### config.mk
export PLATFORM = sky130hd
export DESIGN_NAME = sram_arbiter
export DESIGN_NICKNAME = d
export VERILOG_FILES = /design/src/rtl/sram_arbiter.sv
export SDC_FILE = /design/constraint.sdc
export NUM_CORES = 1
export LEC_CHECK = 0
export CORE_ASPECT_RATIO = 0.8
export CORE_MARGIN = 2
export CORE_UTILIZATION = 42
export CTS_CLUSTER_SIZE = 25
export DETAILED_ROUTE_END_ITERATION = 12
export PLACE_DENSITY_LB_ADDON = 0.25
export SLEW_MARGIN = 20
export SYNTH_ARGS = -nofsm -noshare
export SYNTH_HDL_FRONTEND = slang
export SYNTH_SLANG_ARGS = --single-unit
### constraint.sdc
create_clock -name clk -period 4.35 [get_ports clk]
set_clock_uncertainty 0.1 [all_clocks]
set_input_delay 0.87 -clock clk [delete_from_list [all_inputs] [get_ports clk]]
set_output_delay 0.87 -clock clk [all_outputs]
set_load 0.05 [all_outputs]
### src/rtl/sram_arbiter.sv
// sram_arbiter: shares the single SRAM controller request port among the
// bootloader (write-only), instruction fetch (read-only) and data port
// (read/write). While boot_mode is high, only the bootloader is eligible.
// Otherwise instruction and data ports alternate when both request. A
// watchdog on the BUSY phase aborts hung transactions and flags ack_err.
// Every output is driven straight from a flop.
module sram_arbiter #(
  parameter int DATA_WIDTH = 32,
  parameter int ADDR_WIDTH = 20,
  parameter int TIMEOUT    = 255
) (
  input  logic                  clk,
  input  logic                  rst,
  input  logic                  boot_mode,
  // bootloader write port
  input  logic                  boot_req,
  input  logic [ADDR_WIDTH-1:0] boot_addr,
  input  logic [DATA_WIDTH-1:0] boot_wdata,
  output logic                  boot_ack,
  // instruction fetch port
  input  logic                  inst_req,
  input  logic [ADDR_WIDTH-1:0] inst_addr,
  output logic                  inst_ack,
  output logic [DATA_WIDTH-1:0] inst_rdata,
  // processor data port
  input  logic                  data_req,
  input  logic                  data_we,
  input  logic [ADDR_WIDTH-1:0] data_addr,
  input  logic [DATA_WIDTH-1:0] data_wdata,
  output logic                  data_ack,
  output logic [DATA_WIDTH-1:0] data_rdata,
  output logic                  ack_err,
  // SRAM controller side
  output logic                  mem_req,
  output logic                  mem_we,
  output logic [ADDR_WIDTH-1:0] mem_addr,
  output logic [DATA_WIDTH-1:0] mem_wdata,
  input  logic [DATA_WIDTH-1:0] mem_rdata,
  input  logic                  mem_ack,
  output logic                  busy
);

  typedef enum logic [1:0] {
    ST_IDLE = 2'd0,
    ST_BUSY = 2'd1,
    ST_RESP = 2'd2
  } state_e;

  typedef enum logic [1:0] {
    PORT_BOOT = 2'd0,
    PORT_INST = 2'd1,
    PORT_DATA = 2'd2
  } port_e;

  // The counter only has to reach TIMEOUT-1.
  localparam int CNT_W = (TIMEOUT > 1) ? $clog2(TIMEOUT) : 1;
  localparam logic [CNT_W-1:0] CNT_LAST = CNT_W'((TIMEOUT > 0) ? TIMEOUT - 1 : 0);

  // Current state
  state_e                state_q;
  port_e                 owner_q;
  port_e                 last_grant_q;
  logic [CNT_W-1:0]      cnt_q;

  // Next state
  state_e                state_d;
  port_e                 owner_d;
  port_e                 last_grant_d;
  logic [CNT_W-1:0]      cnt_d;
  logic                  mem_req_d;
  logic                  mem_we_d;
  logic [ADDR_WIDTH-1:0] mem_addr_d;
  logic [DATA_WIDTH-1:0] mem_wdata_d;
  logic                  boot_ack_d;
  logic                  inst_ack_d;
  logic                  data_ack_d;
  logic                  ack_err_d;
  logic [DATA_WIDTH-1:0] inst_rdata_d;
  logic [DATA_WIDTH-1:0] data_rdata_d;
  logic                  busy_d;

  // Arbitration result for the current IDLE cycle
  logic                  grant;
  port_e                 grant_port;

  // Completion helpers for the BUSY phase
  logic                  timeout_hit;
  logic [DATA_WIDTH-1:0] resp_data;

  assign timeout_hit = (TIMEOUT != 0) && (cnt_q == CNT_LAST);

  // Choose which requester would win if the FSM is in IDLE this cycle.
  always_comb begin
    // NOTE: every signal written here gets a default first, so no path can
    // leave it unassigned and infer a latch.
    grant      = 1'b0;
    grant_port = PORT_BOOT;
    if (boot_mode) begin
      // Boot owns the memory; inst and data requests wait indefinitely.
      if (boot_req) begin
        grant      = 1'b1;
        grant_port = PORT_BOOT;
      end
    end else if (inst_req && data_req) begin
      // Tie: the port that did not win last time gets the grant.
      grant      = 1'b1;
      grant_port = (last_grant_q == PORT_INST) ? PORT_DATA : PORT_INST;
    end else if (inst_req) begin
      grant      = 1'b1;
      grant_port = PORT_INST;
    end else if (data_req) begin
      grant      = 1'b1;
      grant_port = PORT_DATA;
    end
  end

  // Next-state and next-output logic for the IDLE -> BUSY -> RESP sequence.
  always_comb begin
    state_d      = state_q;
    owner_d      = owner_q;
    last_grant_d = last_grant_q;
    cnt_d        = cnt_q;
    mem_req_d    = 1'b0;
    mem_we_d     = mem_we;
    mem_addr_d   = mem_addr;
    mem_wdata_d  = mem_wdata;
    boot_ack_d   = 1'b0;
    inst_ack_d   = 1'b0;
    data_ack_d   = 1'b0;
    ack_err_d    = 1'b0;
    inst_rdata_d = inst_rdata;
    data_rdata_d = data_rdata;
    resp_data    = '0;

    case (state_q)
      ST_IDLE: begin
        if (grant) begin
          // Latch the winner's payload; later changes on its inputs are ignored.
          state_d   = ST_BUSY;
          owner_d   = grant_port;
          cnt_d     = '0;
          mem_req_d = 1'b1;
          case (grant_port)
            PORT_BOOT: begin
              mem_we_d    = 1'b1;
              mem_addr_d  = boot_addr;
              mem_wdata_d = boot_wdata;
            end
            PORT_INST: begin
              mem_we_d     = 1'b0;
              mem_addr_d   = inst_addr;
              last_grant_d = PORT_INST;
            end
            default: begin
              mem_we_d     = data_we;
              mem_addr_d   = data_addr;
              mem_wdata_d  = data_wdata;
              last_grant_d = PORT_DATA;
            end
          endcase
        end
      end

      ST_BUSY: begin
        if (mem_ack || timeout_hit) begin
          // A real completion wins over a timeout in the same cycle.
          state_d   = ST_RESP;
          ack_err_d = !mem_ack;
          resp_data = mem_ack ? mem_rdata : '0;
          case (owner_q)
            PORT_BOOT: boot_ack_d = 1'b1;
            PORT_INST: begin
              inst_ack_d   = 1'b1;
              inst_rdata_d = resp_data;
            end
            default: begin
              data_ack_d   = 1'b1;
              data_rdata_d = resp_data;
            end
          endcase
        end else begin
          mem_req_d = 1'b1;
          cnt_d     = cnt_q + CNT_W'(1);
        end
      end

      ST_RESP: begin
        // The ack pulse lives in this cycle only; drop back to arbitration.
        state_d = ST_IDLE;
      end

      default: begin
        state_d = ST_IDLE;
      end
    endcase

    busy_d = (state_d != ST_IDLE);
  end

  // State register and registered outputs.
  always_ff @(posedge clk) begin
    // NOTE: sequential state uses non-blocking assignments so every flop
    // samples the pre-edge values, independent of statement order.
    if (rst) begin
      // NOTE: the payload and read-data registers are reset as well, because
      // their values are visible on the ports straight after reset.
      state_q      <= ST_IDLE;
      owner_q      <= PORT_BOOT;
      last_grant_q <= PORT_DATA;
      cnt_q        <= '0;
      mem_req      <= 1'b0;
      mem_we       <= 1'b0;
      mem_addr     <= '0;
      mem_wdata    <= '0;
      boot_ack     <= 1'b0;
      inst_ack     <= 1'b0;
      data_ack     <= 1'b0;
      ack_err      <= 1'b0;
      inst_rdata   <= '0;
      data_rdata   <= '0;
      busy         <= 1'b0;
    end else begin
      state_q      <= state_d;
      owner_q      <= owner_d;
      last_grant_q <= last_grant_d;
      cnt_q        <= cnt_d;
      mem_req      <= mem_req_d;
      mem_we       <= mem_we_d;
      mem_addr     <= mem_addr_d;
      mem_wdata    <= mem_wdata_d;
      boot_ack     <= boot_ack_d;
      inst_ack     <= inst_ack_d;
      data_ack     <= data_ack_d;
      ack_err      <= ack_err_d;
      inst_rdata   <= inst_rdata_d;
      data_rdata   <= data_rdata_d;
      busy         <= busy_d;
    end
  end

endmodule

==> impl_metrics.json, run 1 <==
{
  "area_delta_synth_final_pct": 66.3,
  "finalPower_w": 0.00364,
  "p_seq_share_pct": 37.4,
  "antenna-diode-count": 0,
  "initial_utilization_pct": 43.4,
  "p_switching_w": 0.00106,
  "synth_cells": 514,
  "ys_types": 38,
  "die_w_um": 130,
  "max_freq_mhz": 359,
  "slowest_delay_ns": 0.86,
  "ys_ff_latch": 137,
  "holdPathStages": 1,
  "worstMarginPinSlew_ns": 1.02,
  "hold_start": "data_rdata[27]$_SDFFE_PP0P_",
  "cts_setup_buffers": 0,
  "routed_wl_mm": 17.3,
  "ys_warn_count": 0,
  "clkTransAtPathRegs_ns": 0.06,
  "gp_congestion": 0.807,
  "crit_required_ns": 4.56,
  "nNetsFinal": 942,
  "syn_area_mm2": 0.00534,
  "rsz0062_at_grt": "no",
  "reg2reg_setup_slack_ns": 2.14,
  "wl_per_cell_um": 18.0,
  "io_pins": 287,
  "hold_viol_final": 0,
  "rows": 36,
  "cts-root-buf": "clkbuf_16",
  "critical-path-slowest-cell": "and3_2",
  "min_period_ns": 2.79,
  "switching_share_pct": 29.1,
  "irDropWorstVdd_mv": 0.394,
  "final-max-slew-violation-count": 0,
  "cts_resized": 0,
  "maxUsedRoutingLayer": "met4",
  "cap_violations": 0,
  "drtIter0Drc": 304,
  "worstPathMaxFanout": 55,
  "hp-class": "reg -> reg",
  "status": "finished, final reports clean",
  "comb_power_share_pct": 21.5,
  "start_kind": "input port",
  "cts_sinks": 137,
  "end_kind": "flop",
  "cp.arrival_ns": 3.00,
  "slew_headroom_pct": 32.1,
  "cts_tree": "yes",
  "design.core.area_mm2": 0.0123,
  "crit_path_cell_trace": "clkdlybuf4s50_1 > or3_1 > and3_2 > a21oi_1 > a211oi_1",
  "regToRegEndpoint": "mem_wdata[18]$_SDFFE_PP0P_",
  "avgSynthCellArea_um2": 10.4,
  "grt_overflow_total": 0,
  "yosysSeqAreaShare_pct": 51.3,
  "power.density_mw_per_mm2": 410,
  "fin_setup_tns_ns": 0,
  "htree_levels": 4,
  "p_int_w": 0.00258,
  "setup_violations": 0,
  "fp.dieArea_mm2": 0.0136,
  "dr.pass1.iters": 5,
  "wl_met3_mm": 1.43,
  "p_leak_nw": 3.24,
  "wl_met1_mm": 6.50,
  "clk_latency_ns": 0.40,
  "portBuffers": 286,
  "p_clk_share_pct": 41.1,
  "hold_buffers": 0,
  "hpwl_mm": 12.3,
  "drive_gt1_share_pct": 6.84,
  "cts_buffers": 17,
  "track_usage_pct": 24.9,
  "worstSetupPathType": "in -> reg",
  "route.met2.wl_mm": 8.99,
  "r2r-start": "state_q[0]$_SDFF_PP0_",
  "rr_worst_depth": 4,
  "grt_max_degree": 67,
  "grt_first_pass_wirelength_mm": 26.7,
  "detail-route-antenna-nets": 0,
  "grt_pass1_vias": 5389,
  "cts_buffer_depth": 2,
  "period_share_pct": 64.1,
  "syn_nets": 680,
  "vias": 5303,
  "hold_end": "data_rdata[27]$_SDFFE_PP0P_",
  "drc_errors": 0,
  "antenna_found_initial": 0,
  "die_h_um": 105,
  "via_per_inst": 5.52
}
power groups by stage:
stage               Combinational, W  Sequential (W)  Clock [W]
CTS                         0.000787         0.00136    0.00153
finish                      0.000785         0.00136    0.00150
detailed placement          0.000784         0.00139          0
global placement            0.000768         0.00138          0
global route                0.000828         0.00137    0.00159
floorplan                   0.000232         0.00161          0
critical path, delay by kind of cell:
| kind | cells | cell delay (ns) |
|---|---|---|
| buf+inv | 1 | 0.60 |
| simple gates | 2 | 1.05 |
| compound gates | 2 | 0.46 |
cells by family (layout without fill, tap and decap cells):
kind of cell	after synthesis	after routing	synth area share [%]
AO/OA/AOI/OAI	217	217	30.0
flip-flops	137	137	51.3
AND/OR/NAND/NOR	70	70	6.75
buffers and inverters	55	330	5.27
multiplexers	32	32	6.00
adder cells (fa/ha/maj)	2	2	0.468
XOR/XNOR	1	1	0.164
worst max-delay path by stage:
stage,start,to,slack (ns),depth (start not counted)
finish,inst_req,mem_wdata[18]$_SDFFE_PP0P_,1.56,5
global route,inst_req,mem_wdata[10]$_SDFFE_PP0P_,1.42,5
CTS,inst_req,mem_wdata[18]$_SDFFE_PP0P_,1.59,5
detailed placement,inst_req,mem_wdata[18]$_SDFFE_PP0P_,1.18,5
global placement,inst_req,last_grant_q[1]$_SDFFE_PP1P_,1.29,5
floorplan,inst_req,mem_wdata[10]$_SDFFE_PP0P_,2.24,6
sequential cells by signal, summed over array words and instances (netlist names), 2 cells and up:
| register | count |
|---|---|
| data_rdata | 32 |
| mem_addr | 20 |
| last_grant_q | 2 |
| inst_rdata | 32 |
| owner_q | 2 |
| state_q | 2 |
| cnt_q | 8 |
| mem_wdata | 32 |
metrics by stage:
stage	setup WS (ns)	util (%)	std cells	instance area (um^2)	hold slack, ns
global placement	1.29	67.2	928	8260	0.346
global route	1.42	72.3	960	8880	0.380
finish	1.56	72.3	960	8880	0.363
floorplan	2.24	-	514	5340	0.321
detailed placement	1.18	67.2	928	8260	0.354
CTS	1.59	72.3	960	8880	0.368
cells in the mapped netlist, drive strengths merged:
cell | n | share of area (%)
dfxtp | 137 | 51
a21oi | 69 | 6.5
a32o | 64 | 12
a211oi | 52 | 7.3
mux2i | 32 | 6.0
clkbuf | 29 | 2.1
nor2 | 28 | 2.0
buf | 23 | 3.0
a22oi | 20 | 2.8
nand2b | 9 | 1.1
nand2 | 7 | 0.49
nand3 | 7 | 0.75
o21ai | 6 | 0.56
or3 | 6 | 0.70
inv | 3 | 0.21
and3 | 2 | 0.23
ha | 2 | 0.47
nand3b | 2 | 0.28
nand4 | 2 | 0.23
o21bai | 2 | 0.28
a21o | 1 | 0.14
a41oi | 1 | 0.16
and3b | 1 | 0.16
and4 | 1 | 0.16
nor2b | 1 | 0.12
nor3 | 1 | 0.094
nor3b | 1 | 0.23
o211ai | 1 | 0.14
o31ai | 1 | 0.14
or2 | 1 | 0.12
or4 | 1 | 0.14
xor2 | 1 | 0.16
area by class of cell:
class	count	area, um^2
Sequential cell	137	2740
Timing Repair Buffer	295	2940
Inverter	3	11.3
Clock buffer	18	439
Clock inverter	14	184
Multi-Input combinational cell	322	2360
Tap cell	171	214
Fill cell	905	3410
per-layer routing:
metal	vias up	track usage [%]
met4	0	9.14
met1	2527	26.3
li1	2539	-
met5	-	0
met2	208	45.3
met3	29	8.45
cell usage in the layout (no fill, tap or decap), types with 2 or more instances in the layout:
master,synthesis,layout
o21ai_0,5,5
nand3_1,6,6
bufinv_16,0,3
nor2_2,0,3
clkinv_4,0,2
clkdlybuf4s50_1,0,285
clkinvlp_4,0,2
a211oi_1,52,52
nor2_1,28,25
dfxtp_1,137,137
nand2_1,7,7
ha_1,2,2
mux2i_1,32,32
a22oi_1,20,20
or3_1,6,6
clkbuf_16,0,17
buf_4,3,8
a21oi_1,69,66
nand3b_1,2,2
a21oi_2,0,3
inv_1,3,3
inv_6,0,7
nand2b_1,9,9
nand4_1,2,2
a32o_1,64,64
(Power assumes the default switching activity.)
==> inputs of run 2 (changes only) <==
--- a/config.mk
+++ b/config.mk
@@ -7,7 +7,7 @@
 export LEC_CHECK = 0
 export CORE_ASPECT_RATIO = 0.8
 export CORE_MARGIN = 2
-export CORE_UTILIZATION = 42
+export CORE_UTILIZATION = 39
 export CTS_CLUSTER_SIZE = 25
 export DETAILED_ROUTE_END_ITERATION = 12
 export PLACE_DENSITY_LB_ADDON = 0.25
==> constraint.sdc (replaced) <==
create_clock -name clk -period 2.92 [get_ports clk]
set_clock_uncertainty 0.1 [all_clocks]
set_input_delay 0.584 -clock clk [delete_from_list [all_inputs] [get_ports clk]]
set_output_delay 0.584 -clock clk [all_outputs]
set_load 0.05 [all_outputs]
==> impl_metrics.json, run 2 (same netlist as run 1, synthesis figures left out) <==
{
  "r2r-start": "state_q[0]$_SDFF_PP0_",
  "rsz0062_at_grt": "no",
  "gp_congestion": 0.802,
  "p_seq_share_pct": 37.7,
  "hold_end": "data_rdata[15]$_SDFFE_PP0P_",
  "antenna_found_initial": 0,
  "worstSetupPathType": "in -> reg",
  "mostFrequentLayoutCell": "clkdlybuf4s50_1",
  "worstPathMaxFanout": 55,
  "portBuffers": 286,
  "place_ws_ns": -0.0621,
  "p_switching_w": 0.00162,
  "wl_met3_mm": 1.09,
  "holdPathStages": 1,
  "cts-root-buf": "clkbuf_16",
  "grt_max_degree": 65,
  "holdWs_ns": 0.366,
  "layout_common_cells": "clkdlybuf4s50_1, dfxtp_1, a21oi_1",
  "cap_violations": 0,
  "slew_headroom_pct": 33.9,
  "crit_start": "inst_req",
  "cts_buffer_depth": 2,
  "fp.dieArea_mm2": 0.0147,
  "die_w_um": 135,
  "utilization_pct": 66.2,
  "route.met2.wl_mm": 8.95,
  "initial_utilization_pct": 39.7,
  "cts_setup_buffers": 0,
  "crit_required_ns": 3.13,
  "period_share_pct": 84.1,
  "critical_path.top_delay_family": "simple AND/OR/NAND/NOR gates",
  "final-max-slew-violation-count": 0,
  "routed_wl_mm": 17.0,
  "drtIter0Drc": 391,
  "fin_ws_ns": 0.463,
  "die_h_um": 109,
  "detail-route-antenna-nets": 0,
  "critical-path-slowest-cell": "and3_2",
  "via_per_inst": 5.43,
  "htree_levels": 4,
  "cts_tree": "yes",
  "finalPower_w": 0.00537,
  "hp-class": "reg -> reg",
  "vias": 5276,
  "antenna-diode-count": 0,
  "hold_buffers": 0,
  "grt_overflow_total": 0,
  "clkTransAtPathRegs_ns": 0.06,
  "reg2reg_setup_slack_ns": 0.79,
  "worstMarginPinSlew_ns": 0.991,
  "rows": 38,
  "io_pins": 287,
  "end_kind": "flop",
  "hold_viol_final": 0,
  "setup_violations": 0,
  "design.core.area_mm2": 0.0135,
  "cts_sinks": 137,
  "regToRegEndpoint": "last_grant_q[1]$_SDFFE_PP1P_",
  "max_freq_mhz": 407,
  "comb_power_share_pct": 21.7,
  "switching_share_pct": 30.1,
  "top_regs": "data_rdata x32, inst_rdata x32, mem_wdata x32",
  "wl_per_cell_um": 17.5,
  "nNetsFinal": 945,
  "start_kind": "input port",
  "cp.arrival_ns": 2.66,
  "critPathBufInv": 1,
  "track_usage_pct": 22.4,
  "drc_errors": 0,
  "hpwl_mm": 12.2,
  "p_int_w": 0.00375,
  "slowest_delay_ns": 0.86,
  "grt_first_pass_wirelength_mm": 25.9,
  "irDropWorstVdd_mv": 0.413,
  "dr.pass1.iters": 4,
  "power.density_mw_per_mm2": 603,
  "drive_gt1_share_pct": 7.20,
  "rr_worst_depth": 4,
  "min_period_ns": 2.46,
  "cts_resized": 0,
  "p_leak_nw": 3.25,
  "area_delta_synth_final_pct": 66.7,
  "grt_pass1_vias": 5237,
  "maxUsedRoutingLayer": "met4",
  "crit_path_cell_trace": "clkdlybuf4s50_1 > or3_1 > and3_2 > nand2_1 > a21o_1",
  "cts_buffers": 17,
  "p_clk_share_pct": 40.6,
  "clk_latency_ns": 0.41,
  "status": "finished, final reports clean",
  "hold_start": "data_rdata[15]$_SDFFE_PP0P_",
  "wl_met1_mm": 6.57
}
==> run 2: metrics by stage <==
step / area, um^2 / cells / setup TNS (ns)
floorplan: 5340 / 514 / 0
global placement: 8300 / 940 / 0
detailed placement: 8300 / 940 / -0.898
CTS: 8900 / 972 / 0
global route: 8900 / 972 / 0
finish: 8900 / 972 / 0
==> run 2: how the worst max path moves through the flow <==
stage	cells after the start	end
3_3_place_gp	5	last_grant_q[1]$_SDFFE_PP1P_
3_5_place_dp	5	mem_wdata[5]$_SDFFE_PP0P_
6_report	5	last_grant_q[1]$_SDFFE_PP1P_
2_1_floorplan	6	mem_wdata[10]$_SDFFE_PP0P_
5_1_grt	5	mem_wdata[0]$_SDFFE_PP0P_
4_1_cts	5	mem_wdata[20]$_SDFFE_PP0P_
==> run 2: metal layers <==
metal  track usage (%)  vias to the layer above
li1                  -                     2535
met1              24.0                     2527
met2              41.3                      184
met5                 0                        -
met3              6.51                       30
met4              9.40                        0
==> run 2: cell type report <==
class / instances / area (um^2)
inverter: 3 / 11.3
timing repair buffer: 298 / 2960
sequential: 137 / 2740
multi-input combinational: 322 / 2360
tap: 180 / 225
clock inverter: 15 / 179
fill: 1036 / 4550
clock buffer: 17 / 425
==> run 2: power by group through the flow <==
stage	Clock, W	Sequential [W]	Combinational (W)
2_1_floorplan	0	0.00240	0.000346
3_3_place_gp	0	0.00206	0.00115
3_5_place_dp	0	0.00207	0.00117
4_1_cts	0.00222	0.00203	0.00117
5_1_grt	0.00229	0.00204	0.00123
6_report	0.00218	0.00203	0.00117
